## config.mk

```make
export PLATFORM = sky130hd
export DESIGN_NAME = contador_regressivo
export DESIGN_NICKNAME = d
export VERILOG_FILES = /design/src/rtl/contador_regressivo.sv
export SDC_FILE = /design/constraint.sdc
export NUM_CORES = 1
export LEC_CHECK = 0
export ABC_AREA = 0
export CAP_MARGIN = 15
export CELL_PAD_IN_SITES_DETAIL_PLACEMENT = 1
export CELL_PAD_IN_SITES_GLOBAL_PLACEMENT = 1
export CORE_ASPECT_RATIO = 1.25
export CORE_MARGIN = 1
export CORE_UTILIZATION = 41
export CTS_CLUSTER_DIAMETER = 120
export DETAILED_ROUTE_END_ITERATION = 7
export PLACE_DENSITY = 0.85
export SYNTH_ARGS = -nofsm -noshare
export SYNTH_HDL_FRONTEND = slang
export SYNTH_SLANG_ARGS = --single-unit
```

## constraint.sdc

```tcl
create_clock -name clk -period 2.7 [get_ports clk]
set_input_delay 0.405 -clock clk [delete_from_list [all_inputs] [get_ports clk]]
set_output_delay 0.405 -clock clk [all_outputs]
set_load 0.03 [all_outputs]
```

## src/rtl/contador_regressivo.sv

```systemverilog
// contador_regressivo -- tenths-of-a-second countdown timer.
//
// Counts down from a preset number of seconds (0..999) in steps of one
// tenth. The displayed value is cont_seg.cont_dec. A prescaler divides clk
// down to one "tenth-tick" every segundo/10 cycles.
//
// State machine:
//   inicio : loaded and idle
//   contar : counting down
//   pausar : paused; the prescaler keeps its partial count
//   parar  : stopped; only carrega or reset leaves this state
//   fim    : reached 0.0; only carrega or reset leaves this state
//
// Ports:
//   clk          rising-edge clock
//   reset        synchronous, active-high; overrides every other input
//   carrega      load preset (accepted in inicio / parar / fim)
//   conta        start / resume request
//   pausa        pause request
//   para         stop request
//   inicial_seg  preset seconds; values above 999 load as 999
//   cont_dec     tenths digit remaining (0..9)
//   cont_seg     seconds remaining (0..999)
//   contando     high while in contar
//   zerado       high while in fim
//   estado       current state encoding
//
// Same-cycle request priority: reset > carrega > para > pausa > conta.
// Every output is a register.
module contador_regressivo #(
  parameter int         segundo = 50000000,
  parameter logic [2:0] inicio  = 3'd0,
  parameter logic [2:0] contar  = 3'd1,
  parameter logic [2:0] pausar  = 3'd2,
  parameter logic [2:0] parar   = 3'd3,
  parameter logic [2:0] fim     = 3'd4
) (
  input  logic       clk,
  input  logic       reset,
  input  logic       carrega,
  input  logic       conta,
  input  logic       pausa,
  input  logic       para,
  input  logic [9:0] inicial_seg,
  output logic [3:0] cont_dec,
  output logic [9:0] cont_seg,
  output logic       contando,
  output logic       zerado,
  output logic [2:0] estado
);

  // Cycles per tenth. Held at 1 or more so a tiny segundo still gives
  // a prescaler that can be built.
  localparam int TENTH = ((segundo / 10) < 1) ? 1 : (segundo / 10);
  localparam int PW    = (TENTH > 1) ? $clog2(TENTH) : 1;
  localparam logic [PW-1:0] TICK_AT = PW'(TENTH - 1);
  localparam logic [9:0]    SEG_MAX = 10'd999;

  logic [PW-1:0] presc, presc_nxt;
  logic [2:0]    est_nxt;
  logic [9:0]    seg_nxt, seg_load;
  logic [3:0]    dec_nxt;
  logic          tick, is_zero, at_last;

  // ---------------------------------------------------------------
  // Next-state / next-value logic
  // ---------------------------------------------------------------
  always_comb begin
    seg_load  = (inicial_seg > SEG_MAX) ? SEG_MAX : inicial_seg;
    tick      = (presc == TICK_AT);
    is_zero   = (cont_seg == 10'd0) && (cont_dec == 4'd0);
    // The decrement that follows this value produces 0.0.
    at_last   = (cont_seg == 10'd0) && (cont_dec == 4'd1);

    est_nxt   = estado;
    seg_nxt   = cont_seg;
    dec_nxt   = cont_dec;
    presc_nxt = presc;

    case (estado)
      inicio: begin
        if (carrega) begin
          seg_nxt   = seg_load;
          dec_nxt   = 4'd0;
          presc_nxt = '0;
          est_nxt   = inicio;
        end else if (para) begin
          est_nxt = parar;
        end else if (conta) begin
          // A zero preset has nothing to count; go straight to fim.
          if (is_zero) begin
            est_nxt = fim;
          end else begin
            est_nxt   = contar;
            presc_nxt = '0;
          end
        end
      end

      contar: begin
        // carrega is ignored while counting. A stop or pause that lands
        // on a tick wins: no decrement, and the prescaler stays put so a
        // resume finishes the interrupted tenth.
        if (para) begin
          est_nxt = parar;
        end else if (pausa) begin
          est_nxt = pausar;
        end else if (is_zero) begin
          // Cannot be reached through normal entry. If it ever is, stop
          // here so the value never wraps below zero.
          est_nxt = fim;
        end else if (tick) begin
          presc_nxt = '0;
          if (cont_dec != 4'd0) begin
            dec_nxt = cont_dec - 4'd1;
          end else begin
            seg_nxt = cont_seg - 10'd1;
            dec_nxt = 4'd9;
          end
          if (at_last) est_nxt = fim;
        end else begin
          presc_nxt = presc + 1'b1;
        end
      end

      pausar: begin
        // The prescaler is frozen; carrega and a repeated pausa are ignored.
        if (para) begin
          est_nxt = parar;
        end else if (conta) begin
          est_nxt = contar;
        end
      end

      parar, fim: begin
        // Only a load leaves these states.
        if (carrega) begin
          seg_nxt   = seg_load;
          dec_nxt   = 4'd0;
          presc_nxt = '0;
          est_nxt   = inicio;
        end
      end

      default: begin
        // Unused encodings recover to a clean, empty idle state.
        est_nxt   = inicio;
        seg_nxt   = 10'd0;
        dec_nxt   = 4'd0;
        presc_nxt = '0;
      end
    endcase
  end

  // ---------------------------------------------------------------
  // State and output registers
  // ---------------------------------------------------------------
  // contando and zerado are decoded from the next state, so they change
  // on the same edge as estado and stay registered outputs.
  always_ff @(posedge clk) begin
    if (reset) begin
      estado   <= inicio;
      cont_seg <= 10'd0;
      cont_dec <= 4'd0;
      presc    <= '0;
      contando <= 1'b0;
      zerado   <= 1'b0;
    end else begin
      estado   <= est_nxt;
      cont_seg <= seg_nxt;
      cont_dec <= dec_nxt;
      presc    <= presc_nxt;
      contando <= (est_nxt == contar);
      zerado   <= (est_nxt == fim);
    end
  end

endmodule
```

======== Yosys cells after proc, flatten, opt, wreduce, memory -nomap -nowiden ========
Cells that the tools add are included.
operators by class
  equal/unequal tests ..................... 18
  add/subtract/negate cells ............... 3
  bitwise gates (word level) .............. 1
  reductions and logical operators ........ 11
  magnitude comparators ................... 1
  muxes and demuxes ....................... 38
operators with widths
  operator                 count
  $mux W23                 9
  $pmux W23 S4             1
  $mux W10                 7
  $mux W3                  12
  $pmux W10 S3             1
  $mux W4                  6
  $add A23 B1 Y23 const B  1
  $eq A23 B23 Y1 const B   1
  $ne A2 B2 Y1 const B     6
  $pmux W3 S4              1
  $pmux W4 S3              1
  $gt A10 B10 Y1 const B   1
  $logic_not A10 Y1        1
  $sub A10 B1 Y10 const B  1
  $ne A3 B3 Y1 const B     3
  $reduce_and A8 Y1        1
  $reduce_and A7 Y1        1
  $eq A3 B1 Y1 const B     2
  $eq A3 B2 Y1 const B     2
  $eq A3 B3 Y1 const B     2
  $reduce_and A6 Y1        1
  $eq A4 B1 Y1 const B     1
  $logic_not A4 Y1         1
  $reduce_bool A4 Y1       1
  other kinds (7)          8
storage, ports and cells
  word-level logic and storage cells ...... 78
  bits in registers ....................... 42
  input bits .............................. 16
  output and inout port bits .............. 19

======== Depth between registers and ports, before layout ========
Gate-level depths: netlist of run 1.
  depth after elaboration ................. 9
  gate-level depth with buffers ........... 9
  depth with buffers taken out ............ 7

======== Least setup slack after synthesis of run 1 ========
No wires, ideal clock.
  kind .................................... flip-flop to flip-flop
  start ................................... register cont_seg[0]
  end ..................................... register cont_dec[3]
  period minus slack after synthesis ...... 2.370 ns
  library setup time ...................... 0.119 ns
  path slack .............................. 0.330 ns
  arrival ................................. 2.252 ns
  required time ........................... 2.581 ns
  cell stages (with the launch flop) ...... 9
  buffers on the path ..................... 1
  path through ............................ dfxtp_1 -> inv_1 -> ha_1 -> or4b_1 -> nor4_4 -> a22o_4 -> buf_2 -> nor4_1 -> o221a_1
between the ends
  word-level cells in the longest chain between the ends .. 4
ends and longest elaborated chain
  element                             line  text
  start, declared                     46    output logic [9:0] cont_seg,
  start signal, assigned              170   cont_seg <= seg_nxt;
  $logic_not A10 Y1                   71    is_zero = (cont_seg == 10'd0) && (cont_dec == 4'd0);
  $logic_and A1 B1 Y1                 71
  $ne A2 B2 Y1 (no source line)       n/a
  $reduce_and A6 Y1 (no source line)  n/a
  end signal, assigned                171   cont_dec <= dec_nxt;
  end, declared                       45    output logic [3:0] cont_dec,
No other way between the ends.
A chain may end at the register's enable or synchronous reset.

======== Final worst setup path of run 1 ========
  start ................................... register cont_seg[0]
  end ..................................... register cont_dec[1]
The elaborated chain is that of the path after synthesis.

==> flow_summary.yaml, run 1 <==
outcome:
  status: "finished clean"
detailed_routing:
  route.detailed.wl_per_inst_um: 18.9
  vias: 2895
  viasPerCell: 6.38
  finalWirelength_mm: 8.60
  remaining_drc_errors: 0
  drt_iter0_drc: 210
  dr.pass1.iters: 4
  ant_nets: 0
clock_network:
  cts_root_buffer: "clkbuf_8"
  cts_sinks: 42
  clock_path_buffers: 2
  clk_latency_ns: 0.30
  cts-resized-gates: 0
  path_clk_slew_ns: 0.10
  post_cts_buffers: 0
  cts_hold_repair.buffers: 0
  cts_tree: "built"
  numCtsBuffers: 5
  htreeDepth: 2
synthesis:
  async_reset_ff_share_pct: 0
  seq_area_frac_synth_pct: 31.1
  ys_seq_elements: 42
  synth_enable_flop_cells: 0
  synth_cell_types: 58
  synthTopCellsByArea: "dfxtp_1 31%, a21oi_1 7.4%, o31ai_1 5.3%"
  synth_nets: 349
  syn_inst: 328
  synth_top_cell_by_area: "dfxtp_1"
  synth_area_um2: 2710
  synth_flop_cell: "dfxtp_1"
  yosysTopAreaCellShare_pct: 31.1
  ys_warn_count: 0
  syn_avg_cell_area_um2: 8.25
floorplan:
  die_y_um: 92.8
  die_width_um: 74.7
  die_area_um2: 6930
  rows: 32
  io_pins: 35
  initial_utilization_pct: 43.1
  core_um2: 6290
global_route:
  antenna_found_initial: 0
  grt_overflow: 0
  grt_max_degree: 39
  grt_pass1_wl_mm: 14.3
  track_usage_pct: 26.4
  grt_pass1_vias: 2955
pwr:
  leakagePower_uw: 0.00103
  clockPowerShare_pct: 20.0
  power_frac_comb_pct: 50.7
  power.switching_uw: 1120
  power_density_nw_per_um2: 785
  power.internal_uw: 1470
  power_frac_seq_pct: 29.3
  swShare_pct: 43.2
  ir_worst_vdd_mv: 0.275
worst_setup_path:
  arrival_ns: 2.70
  critPathKind: "flop to flop"
  worst_setup_path_start_kind: "flop"
  end_kind: "flop"
  worst-path-max-fanout: 18
  cp_data_required_time_ns: 2.90
sta:
  tns_ns: 0
  max_freq_mhz: 400
  drv_slew: 0
  finalCriticalPeriod_ns: 2.50
  rsz0062_at_grt: "no"
  final.setup_skew_ns: 0.0143
  tightest_slew_ns: 0.724
  slew_headroom_pct: 51.7
  finalHoldViolCount: 0
  final-setup-viol-count: 0
  fin_crit_sh_pct: 92.5
cells_and_area:
  finalNonFillerCells: 454
  drive_above_1_share_pct: 12.5
  syn_to_final_growth_pct: 21.9
  finalNetCount: 389
  diodes: 0
placed_design:
  place_inst: 446
  io_buffers: 34
  dp_hpwl_mm: 6.31
  place_congestion: 0.887
job:
  drv_cap: 0
hold_path:
  hold_path.class: "flop to flop"
==> sequential cells by signal, indices dropped and copies added, names as in the netlist <==
signal    cells
cont_dec      4
cont_seg     10
contando      1
estado        3
presc        23
zerado        1
==> through the flow <==
step	instance area (um2)	total power (uW)	worst slack, ns	utilization, %	hold slack, ns
finish	3300	2590	0.202	52.5	0.496
global route	3300	2730	0.0538	52.5	0.524
CTS	3300	2600	0.195	52.5	0.503
detailed placement	3190	2070	0.194	50.7	0.488
global placement	3190	2020	0.289	50.7	0.469
floorplan	2710	1650	0.330	-	0.447
==> area by class of cell <==
class	instances	area, um2
fillers	800	2990
multi-input cells	248	1680
clock buffers	6	72.6
well taps	85	106
inverters	19	71.3
flip-flops and latches	42	841
clock inverters	2	37.5
repair buffers	52	488
==> logic make-up after synthesis <==
group	Yosys count	synth area share [%]
simple gates	128	30.0
compound gates	110	28.2
flops	42	31.1
buf+inv	38	6.80
xor+xnor	5	1.62
fa+ha+maj	5	2.31
==> path summary, 6_finish.rpt <==
kind	start	slack [ns]	cells after the start	to
worst max register to register	cont_seg[0]	0.20	7	cont_dec[1]
worst min-delay path	presc[22]	0.50	2	presc[22]
worst min register to register	presc[22]	0.50	2	presc[22]
worst max-delay path	cont_seg[0]	0.20	7	cont_dec[1]
==> worst max-delay path, stage by stage, from the launching register on <==
cell	delay (ns)
dfxtp_1	0.35
inv_1	0.13
ha_1	0.17
or4b_1	0.53
nor4_4	0.35
a22o_4	0.31
a211oi_2	0.15
a2111oi_2	0.40
==> cells in the mapped netlist, types with 3 or more instances <==
| cell | number |
|---|---|
| a21oi_1 | 40 |
| a22oi_1 | 5 |
| a31oi_1 | 4 |
| and3_1 | 4 |
| and4_1 | 3 |
| buf_2 | 3 |
| buf_6 | 4 |
| clkbuf_1 | 10 |
| dfxtp_1 | 42 |
| ha_1 | 5 |
| inv_1 | 19 |
| nand2_1 | 13 |
| nand2b_1 | 5 |
| nand3_1 | 12 |
| nand4_1 | 14 |
| nor2_1 | 14 |
| nor3_1 | 10 |
| nor3b_1 | 4 |
| nor4_1 | 8 |
| o21ai_0 | 7 |
| o21ai_1 | 3 |
| o31ai_1 | 19 |
| o32ai_1 | 9 |
| or2_2 | 3 |
| or3b_2 | 4 |
| or4_1 | 18 |
| xnor2_1 | 5 |
==> routing by layer <==
metal / vias up / track usage, % / part of all wire [%]
met2: 82 / 48.3 / 53
li1: 1367 / - / -
met4: 0 / 9.28 / 1.6
met5: - / 0 / 0
met3: 13 / 4.03 / 3.6
met1: 1433 / 30.0 / 42
==> placed cells by master, fill, tap and decap left out, drive strengths merged, types with 3 or more instances in the layout <==
master / count
dfxtp: 42
a21oi: 40
clkdlybuf4s50: 34
o31ai: 20
inv: 19
or4: 19
buf: 18
nand4: 15
nor2: 14
nand2: 13
nand3: 12
nor3: 12
o21ai: 11
nor4: 10
o32ai: 9
clkbuf: 6
nand2b: 5
a22oi: 5
xnor2: 5
ha: 5
nor3b: 5
or3b: 4
and3: 4
a31oi: 4
or2: 3
and4: 3
o21a: 3
==> power groups by stage <==
stage	Sequential, uW	Combinational (uW)	Clock [uW]
5_1_grt	769	1410	550
3_3_place_gp	765	1260	0
6_report	759	1310	518
2_1_floorplan	867	785	0
3_5_place_dp	772	1300	0
4_1_cts	758	1310	529
Note: power is estimated with default switching activity, not from simulation.
==> run 2: changes to the inputs <==
--- a/config.mk
+++ b/config.mk
@@ -9,12 +9,12 @@
 export CAP_MARGIN = 15
 export CELL_PAD_IN_SITES_DETAIL_PLACEMENT = 1
 export CELL_PAD_IN_SITES_GLOBAL_PLACEMENT = 1
-export CORE_ASPECT_RATIO = 1.25
+export CORE_ASPECT_RATIO = 1.2
 export CORE_MARGIN = 1
-export CORE_UTILIZATION = 41
+export CORE_UTILIZATION = 30
 export CTS_CLUSTER_DIAMETER = 120
 export DETAILED_ROUTE_END_ITERATION = 7
-export PLACE_DENSITY = 0.85
+export PLACE_DENSITY = 0.67
 export SYNTH_ARGS = -nofsm -noshare
 export SYNTH_HDL_FRONTEND = slang
 export SYNTH_SLANG_ARGS = --single-unit
==> run 2 against run 1 <==
Power down 1.3%. Hold slack worse by 0.00074 ns. Clock skew shrank 0.0042 ns. Clock power up 2%. Fmax up 0.49%. Critical path type unchanged. Largest cell class unchanged. Largest power group unchanged.
==> flow_summary.yaml, run 2 (synthesis gave the netlist of run 1 again) <==
outcome:
  status: "finished clean"
placed_design:
  place_area_um2: 3200
  place_congestion: 0.763
  dp_hpwl_mm: 6.43
  io_buffers: 34
sta:
  slew_headroom_pct: 54.9
  rsz0062_at_grt: "no"
  final-setup-viol-count: 0
  fin_crit_sh_pct: 92.1
  drv_slew: 0
  finalCriticalPeriod_ns: 2.49
  max_freq_mhz: 402
  final.setup_skew_ns: 0.0101
  finalHoldViolCount: 0
  tns_ns: 0
  tightest_slew_ns: 0.675
job:
  drv_cap: 0
clock_network:
  numCtsBuffers: 5
  cts_hold_repair.buffers: 0
  clock_path_buffers: 2
  cts_tree: "built"
  cts_root_buffer: "clkbuf_8"
  post_cts_buffers: 0
  cts-resized-gates: 0
  htreeDepth: 2
  path_clk_slew_ns: 0.08
  cts_sinks: 42
  clk_latency_ns: 0.30
detailed_routing:
  met3_length_um: 230
  drt_iter0_drc: 95
  ant_nets: 0
  viasPerCell: 5.84
  remaining_drc_errors: 0
  met2_length_mm: 4.54
  dr.max_layer_used: "met4"
  dr.pass1.iters: 4
  vias: 2820
  finalWirelength_mm: 8.71
  route.detailed.wl_per_inst_um: 18.0
  drt-met1-wl_mm: 3.72
worst_setup_path:
  worst_setup_path_start_kind: "flop"
  end_kind: "flop"
  cp_data_required_time_ns: 2.89
  arrival_ns: 2.68
  worst-path-max-fanout: 24
  critPathKind: "flop to flop"
cells_and_area:
  regMostFlops: "presc"
  finalNetCount: 387
  reg_top3: "presc x23, cont_seg x10, cont_dec x4"
  syn_to_final_growth_pct: 22.4
  layout_common_cells: "42 x dfxtp_1, 40 x a21oi_1, 34 x clkdlybuf4s50_1"
  diodes: 0
  final_common_cell: "dfxtp_1"
  final_area_um2: 3310
  drive_above_1_share_pct: 12.0
  largest_reg_flops: 23
global_route:
  grt_pass1_vias: 2830
  antenna_found_initial: 0
  grt_overflow: 0
  grt_pass1_wl_mm: 14.1
  grt_max_degree: 25
  track_usage_pct: 19.3
floorplan:
  core_um2: 8660
  initial_utilization_pct: 31.3
  rows: 37
  die_area_um2: 9410
  die_width_um: 88.7
  die_y_um: 106
  io_pins: 35
pwr:
  power_density_nw_per_um2: 772
  ir_worst_vdd_mv: 0.294
  leakagePower_uw: 0.00102
hold_path:
  hold_path.class: "flop to flop"
## run 2: changes by cell type in the layout (fill, tap and decap cells not counted)
cell	before	now
buf_12	1	0
buf_4	17	16
clkbuf_1	1	0
clkbuf_8	5	6
clkinvlp_4	1	0
## run 2: worst paths after layout
check,slack [ns],startpoint,to,depth (start not counted)
min reg2reg,0.49,presc[22],presc[22],2
min,0.49,presc[22],presc[22],2
max,0.21,cont_seg[0],presc[2],8
max reg2reg,0.21,cont_seg[0],presc[2],8
## run 2: per-stage QoR
step | hold slack, ns | utilization, % | worst slack, ns | std cells | total power [uW]
after floorplan | 0.447 | - | 0.330 | 328 | 1650
after global placement | 0.461 | 37.0 | 0.300 | 476 | 2020
after detailed placement | 0.479 | 37.0 | 0.220 | 476 | 2040
after CTS | 0.492 | 38.3 | 0.211 | 483 | 2580
after global routing | 0.530 | 38.3 | 0.0382 | 483 | 2720
final | 0.495 | 38.3 | 0.214 | 483 | 2560
## run 2: final cells by class
class | instances | area, um2
clock buffers | 6 | 82.6
fillers | 1028 | 5340
repair buffers | 50 | 460
clock inverters | 1 | 30.0
multi-input cells | 248 | 1680
inverters | 19 | 71.3
well taps | 117 | 146
flip-flops and latches | 42 | 841
## run 2: critical path: stages, from the launching register on
cell     delay, ns
dfxtp_1       0.34
inv_1         0.13
ha_1          0.17
or4b_1        0.52
nor4_4        0.44
a22o_4        0.28
buf_4         0.28
or4_1         0.16
a21oi_1       0.06
## run 2: where the power goes
part           switching [uW]  internal (uW)  total (uW)
clock network             231            296         527
registers                78.4            683         761
logic                     784            484        1270
total                    1090           1460        2560
## run 2: routing by layer
metal	vias to the layer above	track usage, %
met4	0	7.72
li1	1360	-
met5	-	0
met2	44	35.1
met1	1394	21.9
met3	22	2.87
